===== src/rtl/register_file_pkg.sv =====
// Shared widths, register indices and the r7 update-op decode for the register file.
package register_file_pkg;

  localparam int DATA_W     = 8;
  localparam int REG_ADDR_W = 3;
  localparam int NUM_REGS   = 8;

  typedef logic [DATA_W-1:0]     data_t;
  typedef logic [REG_ADDR_W-1:0] addr_t;

  localparam addr_t REG_SP           = 3'd7;
  localparam data_t SP_RESET_DEFAULT = 8'hFF;

  typedef enum logic [1:0] {
    SP_HOLD = 2'd0,
    SP_LOAD = 2'd1,
    SP_INC  = 2'd2,
    SP_DEC  = 2'd3
  } sp_op_e;

  // A write to r7 outranks stack arithmetic; inc together with dec cancels out.
  function automatic sp_op_e sp_op_decode(input logic wr_sp, input logic inc, input logic dec);
    sp_op_e op;
    casez ({wr_sp, inc, dec})
      3'b1??:  op = SP_LOAD;
      3'b010:  op = SP_INC;
      3'b001:  op = SP_DEC;
      default: op = SP_HOLD;
    endcase
    return op;
  endfunction

endpackage


===== src/rtl/register_file_mux_8way.sv =====
// Eight-input operand select used by each register file read port.
module mux_8way
  import register_file_pkg::*;
(
  input  data_t opts [NUM_REGS],
  input  addr_t sel,
  output data_t result
);

  // Select one of the eight register values.
  always_comb begin
    result = opts[0];
    case (sel)
      3'd0:    result = opts[0];
      3'd1:    result = opts[1];
      3'd2:    result = opts[2];
      3'd3:    result = opts[3];
      3'd4:    result = opts[4];
      3'd5:    result = opts[5];
      3'd6:    result = opts[6];
      3'd7:    result = opts[7];
      default: result = opts[0];
    endcase
  end

endmodule


===== src/rtl/register_file.sv =====
// Eight 8-bit registers with r7 as stack pointer: one write port, two bypassed read ports.
module register_file
  import register_file_pkg::*;
#(
  parameter data_t SP_RESET = SP_RESET_DEFAULT,
  parameter bit    BYPASS   = 1'b1
) (
  input  logic              clk,
  input  logic              rst_n,
  input  logic              wr_en,
  input  logic [2:0]        wr_addr,
  input  logic [DATA_W-1:0] wr_data,
  input  logic [2:0]        rd_addr_a,
  output logic [DATA_W-1:0] rd_data_a,
  input  logic [2:0]        rd_addr_b,
  output logic [DATA_W-1:0] rd_data_b,
  input  logic              sp_inc,
  input  logic              sp_dec,
  output logic [DATA_W-1:0] sp_out
);

  data_t  regs_r [NUM_REGS];
  data_t  r7_next_s;
  sp_op_e sp_op_s;
  logic   wr_sp_s;
  data_t  mux_a_s;
  data_t  mux_b_s;

  // Next value of r7 from write / increment / decrement requests.
  always_comb begin
    wr_sp_s   = wr_en && (wr_addr == REG_SP);
    sp_op_s   = sp_op_decode(wr_sp_s, sp_inc, sp_dec);
    r7_next_s = regs_r[REG_SP];
    case (sp_op_s)
      SP_LOAD: r7_next_s = wr_data;
      SP_INC:  r7_next_s = regs_r[REG_SP] + 8'd1;
      SP_DEC:  r7_next_s = regs_r[REG_SP] - 8'd1;
      SP_HOLD: r7_next_s = regs_r[REG_SP];
      default: r7_next_s = regs_r[REG_SP];
    endcase
  end

  // Register storage; r7 takes its own next-state path.
  always_ff @(posedge clk or negedge rst_n) begin
    if (!rst_n) begin
      for (int i = 0; i < NUM_REGS - 1; i++) begin
        regs_r[i] <= 8'h00;
      end
      regs_r[REG_SP] <= SP_RESET;
    end else begin
      for (int i = 0; i < NUM_REGS - 1; i++) begin
        if (wr_en && (wr_addr == addr_t'(i))) begin
          regs_r[i] <= wr_data;
        end
      end
      regs_r[REG_SP] <= r7_next_s;
    end
  end

  mux_8way u_mux_a (
    .opts   (regs_r),
    .sel    (rd_addr_a),
    .result (mux_a_s)
  );

  mux_8way u_mux_b (
    .opts   (regs_r),
    .sel    (rd_addr_b),
    .result (mux_b_s)
  );

  // Same-cycle write forwarding; held off during reset so reads show reset contents.
  always_comb begin
    if (BYPASS && rst_n && wr_en && (wr_addr == rd_addr_a)) begin
      rd_data_a = wr_data;
    end else begin
      rd_data_a = mux_a_s;
    end
    if (BYPASS && rst_n && wr_en && (wr_addr == rd_addr_b)) begin
      rd_data_b = wr_data;
    end else begin
      rd_data_b = mux_b_s;
    end
  end

  assign sp_out = regs_r[REG_SP];

endmodule


===== config.mk =====
export PLATFORM = sky130hd
export DESIGN_NAME = register_file
export DESIGN_NICKNAME = d
export VERILOG_FILES = /design/src/rtl/register_file_pkg.sv /design/src/rtl/register_file_mux_8way.sv /design/src/rtl/register_file.sv
export SDC_FILE = /design/constraint.sdc
export NUM_CORES = 1
export LEC_CHECK = 0
export ABC_AREA = 1
export CAP_MARGIN = 20
export CORE_ASPECT_RATIO = 1.4
export CORE_MARGIN = 2
export CORE_UTILIZATION = 45
export CTS_CLUSTER_SIZE = 25
export DETAILED_ROUTE_END_ITERATION = 7
export PLACE_DENSITY = 0.69
export SYNTH_ARGS = -nofsm -noshare
export SYNTH_HDL_FRONTEND = slang
export SYNTH_SLANG_ARGS = --single-unit
export TNS_END_PERCENT = 50

===== constraint.sdc =====
create_clock -name clk -period 1.9 [get_ports clk]
set_clock_uncertainty 0.2 [all_clocks]
set_input_delay 0.19 -clock clk [delete_from_list [all_inputs] [get_ports clk]]
set_output_delay 0.19 -clock clk [all_outputs]
set_load 0.005 [all_outputs]

==> results of run 1 <==
## report_power, final
group | internal (uW) | switching, uW
Sequential | 1710 | 269
Combinational | 998 | 1150
Clock | 1010 | 644
Total | 3720 | 2060
## registers in the layout, summed over array words and instances, names as in the netlist
signal  flops
sp_out      8
regs_r     56
## layer usage
layer / wire [um] / global-route usage (%) / up-vias
met5: 0 / 0 / -
met4: 713 / 16.4 / 0
li1: - / - / 2248
met1: 6340 / 39.3 / 2209
met2: 7630 / 51.0 / 187
met3: 873 / 4.68 / 59
## worst min-delay path by stage
stage                     slack, ps    endpoint  cells past startpoint       start
after floorplan                -310  regs_r[10]                      0       rst_n
after global placement           50  regs_r[46]                      2       rst_n
after detailed placement         50  regs_r[57]                      2       rst_n
after CTS                       250   sp_out[3]                      6  wr_addr[0]
after global routing            250   sp_out[7]                      8      sp_inc
final                           190   sp_out[7]                      8      sp_inc
## logic make-up (layout without fill, tap and decap cells)
kind of cell    after synthesis  count (layout)
buf+inv                     103             226
simple gates                332             332
flops                        64              64
xor+xnor                      6               6
compound gates              116             116
fa+ha+maj                     7               7
## tightest hold or removal path, stage by stage
cell,delay [ps]
dlymetal6s2s_1,150
nor2_4,60
nand3_1,70
nand2_1,50
nand2_1,50
nand3_1,50
nand2_1,60
nand2_1,40
## layout by cell type (no fill, tap or decap), drive strengths merged, types with 3 or more instances in the layout
cell type / n
dfstp: 8
buf: 105
dlymetal6s2s: 4
a22oi: 9
nand2: 224
inv: 78
and3: 3
dlygate4sd2: 5
a21oi: 7
o21ai: 82
o22ai: 10
xor2: 6
ha: 6
o211ai: 4
clkinv: 3
clkbuf: 14
dfrtp: 56
clkinvlp: 3
nand4: 3
clkdlybuf4s50: 9
nor2: 59
nand3: 36
nand3b: 4
clkdlybuf4s15: 3
o221ai: 3
## per-stage QoR
step	total power (uW)	hold slack, ps	setup slack, ps
global route	6100	254	-56.5
floorplan	2940	-306	-15.9
CTS	5590	253	-77.4
global placement	3800	51.0	-721
finish	5780	186	-26.4
detailed placement	3850	51.1	-732
## area by class of cell
| type | count | area [um^2] | share of cell area (%) |
|---|---|---|---|
| Sequential cell | 64 | 1610 | 27.5 |
| Inverter | 78 | 305 | 5.21 |
| Multi-Input combinational cell | 461 | 2420 | 41.4 |
| Clock buffer | 9 | 225 | 3.85 |
| Timing Repair Buffer | 132 | 1080 | 18.5 |
| Clock inverter | 7 | 71.3 | 1.22 |
| Tap cell | 107 | 134 | 2.29 |
## what timing repair did
action / 4_1_cts / 5_1_grt
cloned: 2 / 0
pin swaps: 25 / 30
endpoints found under the setup margin: 26 / 20
hold buffers: 1 / 0
gates resized for setup: 145 / 63
endpoints found under the hold margin: 62 / 0
setup buffers: 10 / 4
==> qor.yml, run 1 <==
status:
  status: "finished, violations left"
  violations: "negative setup slack"
floorplan:
  num_rows: 41
  boundaryPins: 46
  dieHeight_um: 118
  start_util_pct: 46.6
  chipWidth_um: 85.7
  die_area_um2: 10100
  core_area_um2: 9030
sta:
  period_needed_ps: 1930
  setup_viol: 3
  slew_headroom_pct: 59.9
  drv_slew: 0
  finalHoldViolations: 0
  setup_tns_ps: -37.6
  worstMarginPinSlew_ps: 602
  fmax_mhz: 519
  timing.final.ws_setup_ps: -26.4
  rsz0062_at_grt: "true"
  fin_crit_sh_pct: 101
drt:
  wl_per_cell_um: 18.1
  ant_nets: 0
  drtIter0Drc: 369
  post-route-drc-count: 0
  vias_per_cell: 5.48
  vias: 4703
  dr.pass1.iters: 5
  wirelength_um: 15600
synthesis:
  netlist_top_cells_count: "223 x nand2_1, 82 x o21ai_0, 72 x inv_1"
  muxShareOfSynthArea_pct: 0
  synth_area_um2: 4210
  synth_top_family_by_area: "simple AND/OR/NAND/NOR gates"
  synth_cell_type_count: 31
  synthCells: 628
  ys_async_sr_fraction_pct: 100
  syn-num-nets: 657
  synth_flop_cell: "dfrtp_1"
  synth_edf_count: 0
  synth_seq_area_share_pct: 38.3
  synth-simple-area-share_pct: 31.9
  synth_top_area_share_pct: 33.3
  synthTopCellsByArea: "dfrtp_1 33%, nand2_1 20%, o21ai_0 9.8%, inv_1 6.4%, nor2_1 5.2%"
  ys_warn_count: 0
  synth_fa_ha_area_share_pct: 2.26
  synth_seq_cells: 64
  synth.most_common_cell: "nand2_1"
  synthXorXnorAreaFrac_pct: 1.25
  post-synth-top-area-cell: "dfrtp_1"
  syn_avg_cell_area_um2: 6.70
  synth_compound_area_share_pct: 15.2
global_routing:
  grt.total_usage_pct: 31.2
  overflow: 0
  antenna_found_initial: 0
  grt_pass1_vias: 4464
  grt_max_degree: 48
  grt_pass1_wl_um: 23900
clock_network:
  cts_tree: "yes"
  root_buffer: "clkbuf_16"
  htreeDepth: 3
  cts_sinks: 64
  clk_path_buf_depth: 2
  cts_buffers: 9
  clk_latency_ps: 340
  clkTransAtPathRegs_ps: 60
setup_path:
  r2r-end: "sp_out[6]"
  worstSetupStartpoint: "regs_r[31]"
  slowest_stage: "dfrtp_1"
  cp_cell_sequence: "buf_6, o21ai_2, and3_4, nand3_2, nand2_1, nand2_1, buf_2"
  end_kind: "output pin"
  slowest_delay_ps: 440
  critPathLaunchType: "register"
  crit_end: "rd_data_a[7]"
  r2r-start: "sp_out[0]"
  critPathArrivalTime_ps: 1540
  cpMostUsedCell: "nand2_1"
  path_class: "reg -> out"
  reg2reg_depth: 10
  path_depth: 7
  cp_num_buf_inv: 2
  crit_required_ps: 1510
  r2r_setup_slack_ps: 50
  crit_family: "flip-flops"
  worstPathMaxFanout: 3
flow_run:
  drv_cap: 0
power_and_ir_drop:
  p_leak_uw: 0.00305
  power.density_nw_per_um2: 988
  ir_worst_vdd_uv: 705
cells_and_area:
  finalInstanceArea_um2: 5860
  nets: 775
  fill_cells: 827
  fin_util_pct: 64.9
  diodes: 0
  drive_above_1_share_pct: 28.9
  layout.cells.non_filler: 858
  area_growth_pct: 39.3
min_path:
  hp-class: "in -> reg"
placement:
  gp_congestion: 1.05
  dp_hpwl_um: 11100
  portBuffers: 45
  dpl_cell_area_um2: 5210
  dp.cells: 828
Note: power is estimated with default switching activity, not from simulation.
==> run 2, diff against run 1 <==
--- a/config.mk
+++ b/config.mk
@@ -12,7 +12,7 @@
 export CORE_UTILIZATION = 45
 export CTS_CLUSTER_SIZE = 25
 export DETAILED_ROUTE_END_ITERATION = 7
-export PLACE_DENSITY = 0.69
+export PLACE_DENSITY_LB_ADDON = 0.25
 export SYNTH_ARGS = -nofsm -noshare
 export SYNTH_HDL_FRONTEND = slang
 export SYNTH_SLANG_ARGS = --single-unit
==> run 2 against run 1 <==
Against the previous run: the run still ends with negative setup slack left; power grew 3.3%; sequential power is essentially flat; cell count shrank 0.47%.
==> qor.yml, run 2 (synthesis gave the netlist of run 1 again) <==
status:
  status: "finished, violations left"
  violations: "negative setup slack"
floorplan:
  start_util_pct: 46.6  # unchanged
  boundaryPins: 46  # unchanged
  die_area_um2: 10100  # unchanged
  chipWidth_um: 85.7  # unchanged
  core_area_um2: 9030  # unchanged
  dieHeight_um: 118  # unchanged
  num_rows: 41  # unchanged
sta:
  drv_slew: 0  # unchanged
  timing.final.ws_setup_ps: -68.7  # -42.2 ps
  worstMarginPinSlew_ps: 554  # -47.7 ps
  rsz0062_at_grt: "true"
  period_needed_ps: 1970  # +42.2 ps
  fmax_mhz: 508  # -2.1%
  finalHoldViolations: 0  # unchanged
  setup_viol: 7  # +4
  fin_hold_ws_ps: 238  # +52.4 ps
  slew_headroom_pct: 63.1  # +3.2 points
  fin_crit_sh_pct: 104  # +2.2 points
min_path:
  hp-class: "in -> reg"
power_and_ir_drop:
  combPwrFrac_pct: 36.4  # -0.7 points
  clkPwrFrac_pct: 30.5  # +1.8 points
  sw_frac_of_total_pct: 33.7  # -2.0 points
  power.density_nw_per_um2: 1010  # +1.9%
  p_switching_uw: 2010  # -2.4%
  p_leak_uw: 0.00307  # +0.52%
  p_seq_share_pct: 33.0  # -1.2 points
  internal-power_uw: 3960  # +6.5%
  total_power_uw: 5980  # +3.3%
  ir_worst_vdd_uv: 691  # -2.0%
clock_network:
  htreeDepth: 3  # unchanged
  root_buffer: "clkbuf_16"
  clkTransAtPathRegs_ps: 50  # about the same
  clk_latency_ps: 330  # about the same
  clk_path_buf_depth: 2  # unchanged
  cts_sinks: 64  # unchanged
  cts_buffers: 9  # unchanged
  cts_tree: "yes"
drt:
  vias: 4646  # -1.2%
  drtIter0Drc: 313  # -15%
  wirelength_um: 15100  # -3.3%
  ant_nets: 0  # unchanged
  vias_per_cell: 5.44  # -0.75%
  post-route-drc-count: 0  # unchanged
  dr.pass1.iters: 6  # +1
  wl_per_cell_um: 17.6  # -2.8%
placement:
  pre_cts_ws_ps: -763  # -31.3 ps
  gp_congestion: 0.973  # -7.6%
  portBuffers: 45  # unchanged
  dp_hpwl_um: 10900  # -2.1%
setup_path:
  path_class: "reg -> reg"
  worstPathMaxFanout: 3  # unchanged
  critPathLaunchType: "register"
  end_kind: "register"
  crit_required_ps: 1980  # +470 ps
  critPathArrivalTime_ps: 2040  # +500 ps
global_routing:
  grt.total_usage_pct: 30.3  # -0.88 points
  grt_max_degree: 46  # -4.2%
  antenna_found_initial: 0  # unchanged
  grt_pass1_vias: 4637  # +3.9%
  overflow: 0  # unchanged
  grt_pass1_wl_um: 23700  # -0.81%
cells_and_area:
  regMostFlops: "regs_r"
  final_common_cell: "nand2_1"
  fin_util_pct: 65.8  # +0.89 points
  largest_register_ffs: 56  # unchanged
  mostFrequentLayoutCells: "216 x nand2_1, 74 x o21ai_0, 64 x inv_1"
  drive_above_1_share_pct: 26.0  # -2.9 points
  nets: 771  # -0.52%
  area_growth_pct: 41.2
  diodes: 0  # unchanged
flow_run:
  drv_cap: 0  # unchanged
-- run 2: changes by cell type in the layout (fill, tap and decap cells not counted), moves of 4 or more --
cell / before / now
buf_12: 2 / 9
inv_2: 18 / 11
nand3_2: 14 / 10
buf_4: 72 / 58
nand2_1: 210 / 216
nand2_2: 13 / 8
inv_1: 58 / 64
-- run 2: stage by stage --
stage	instances	TNS, ps	area (um^2)
6_report	854	-252	5940
5_1_grt	854	-963	5940
4_1_cts	850	-237	5780
3_5_place_dp	821	-15930	5220
3_3_place_gp	821	-15590	5220
2_1_floorplan	628	-15.9	4220
-- run 2: path summary, 6_finish.rpt --
kind	from	end	slack, ps	depth (start not counted)
max in group asynchronous	rst_n	regs_r[36]	680	3
hold / removal	wr_addr[2]	regs_r[41]	240	5
setup reg to reg	sp_out[0]	sp_out[6]	-70	10
hold reg to reg	regs_r[34]	regs_r[34]	290	2
setup / recovery	sp_out[0]	sp_out[6]	-70	10
min in group asynchronous	rst_n	regs_r[61]	330	3
-- run 2: critical path: stages, from the launching register on --
cell and delay [ps]:
dfstp_2 550, inv_2 60, buf_6 120, fa_2 410, inv_2 80, nand4_1 120, nand3_1 130, nand2_1 70
nand3_2 70, nand2_1 60, nand2_1 60
-- run 2: metal layers --
layer  up-vias  GRT usage, %  part of all wire (%)
met5         -             0                     0
met4         0          17.9                   5.2
met3        51          3.84                   4.9
met2       183          50.4                    49
met1      2169          37.0                    40
li1       2243             -                     -
-- run 2: area by class of cell --
class	count	area, um^2
Fill cell	815	3090
Multi-Input combinational cell	461	2390
Sequential cell	64	1610
Timing Repair Buffer	128	1160
Inverter	78	305
Clock buffer	12	256
Tap cell	107	134
Clock inverter	4	76.3
-- run 2: repair_timing --
item	4_1_cts	5_1_grt
resized for setup	153	43
gates cloned	2	0
pin swaps	25	17
hold buffers	1	0
endpoints found under the setup margin	25	23
buffers inserted	10	4
endpoints found under the hold margin	64	0
-- run 2: power by group through the flow --
stage	Combinational (uW)	Clock, uW	Sequential [uW]
2_1_floorplan	1020	0	1920
3_3_place_gp	1810	0	1970
3_5_place_dp	1850	0	1980
4_1_cts	1970	1840	1950
5_1_grt	2390	1890	2000
6_report	2180	1830	1970
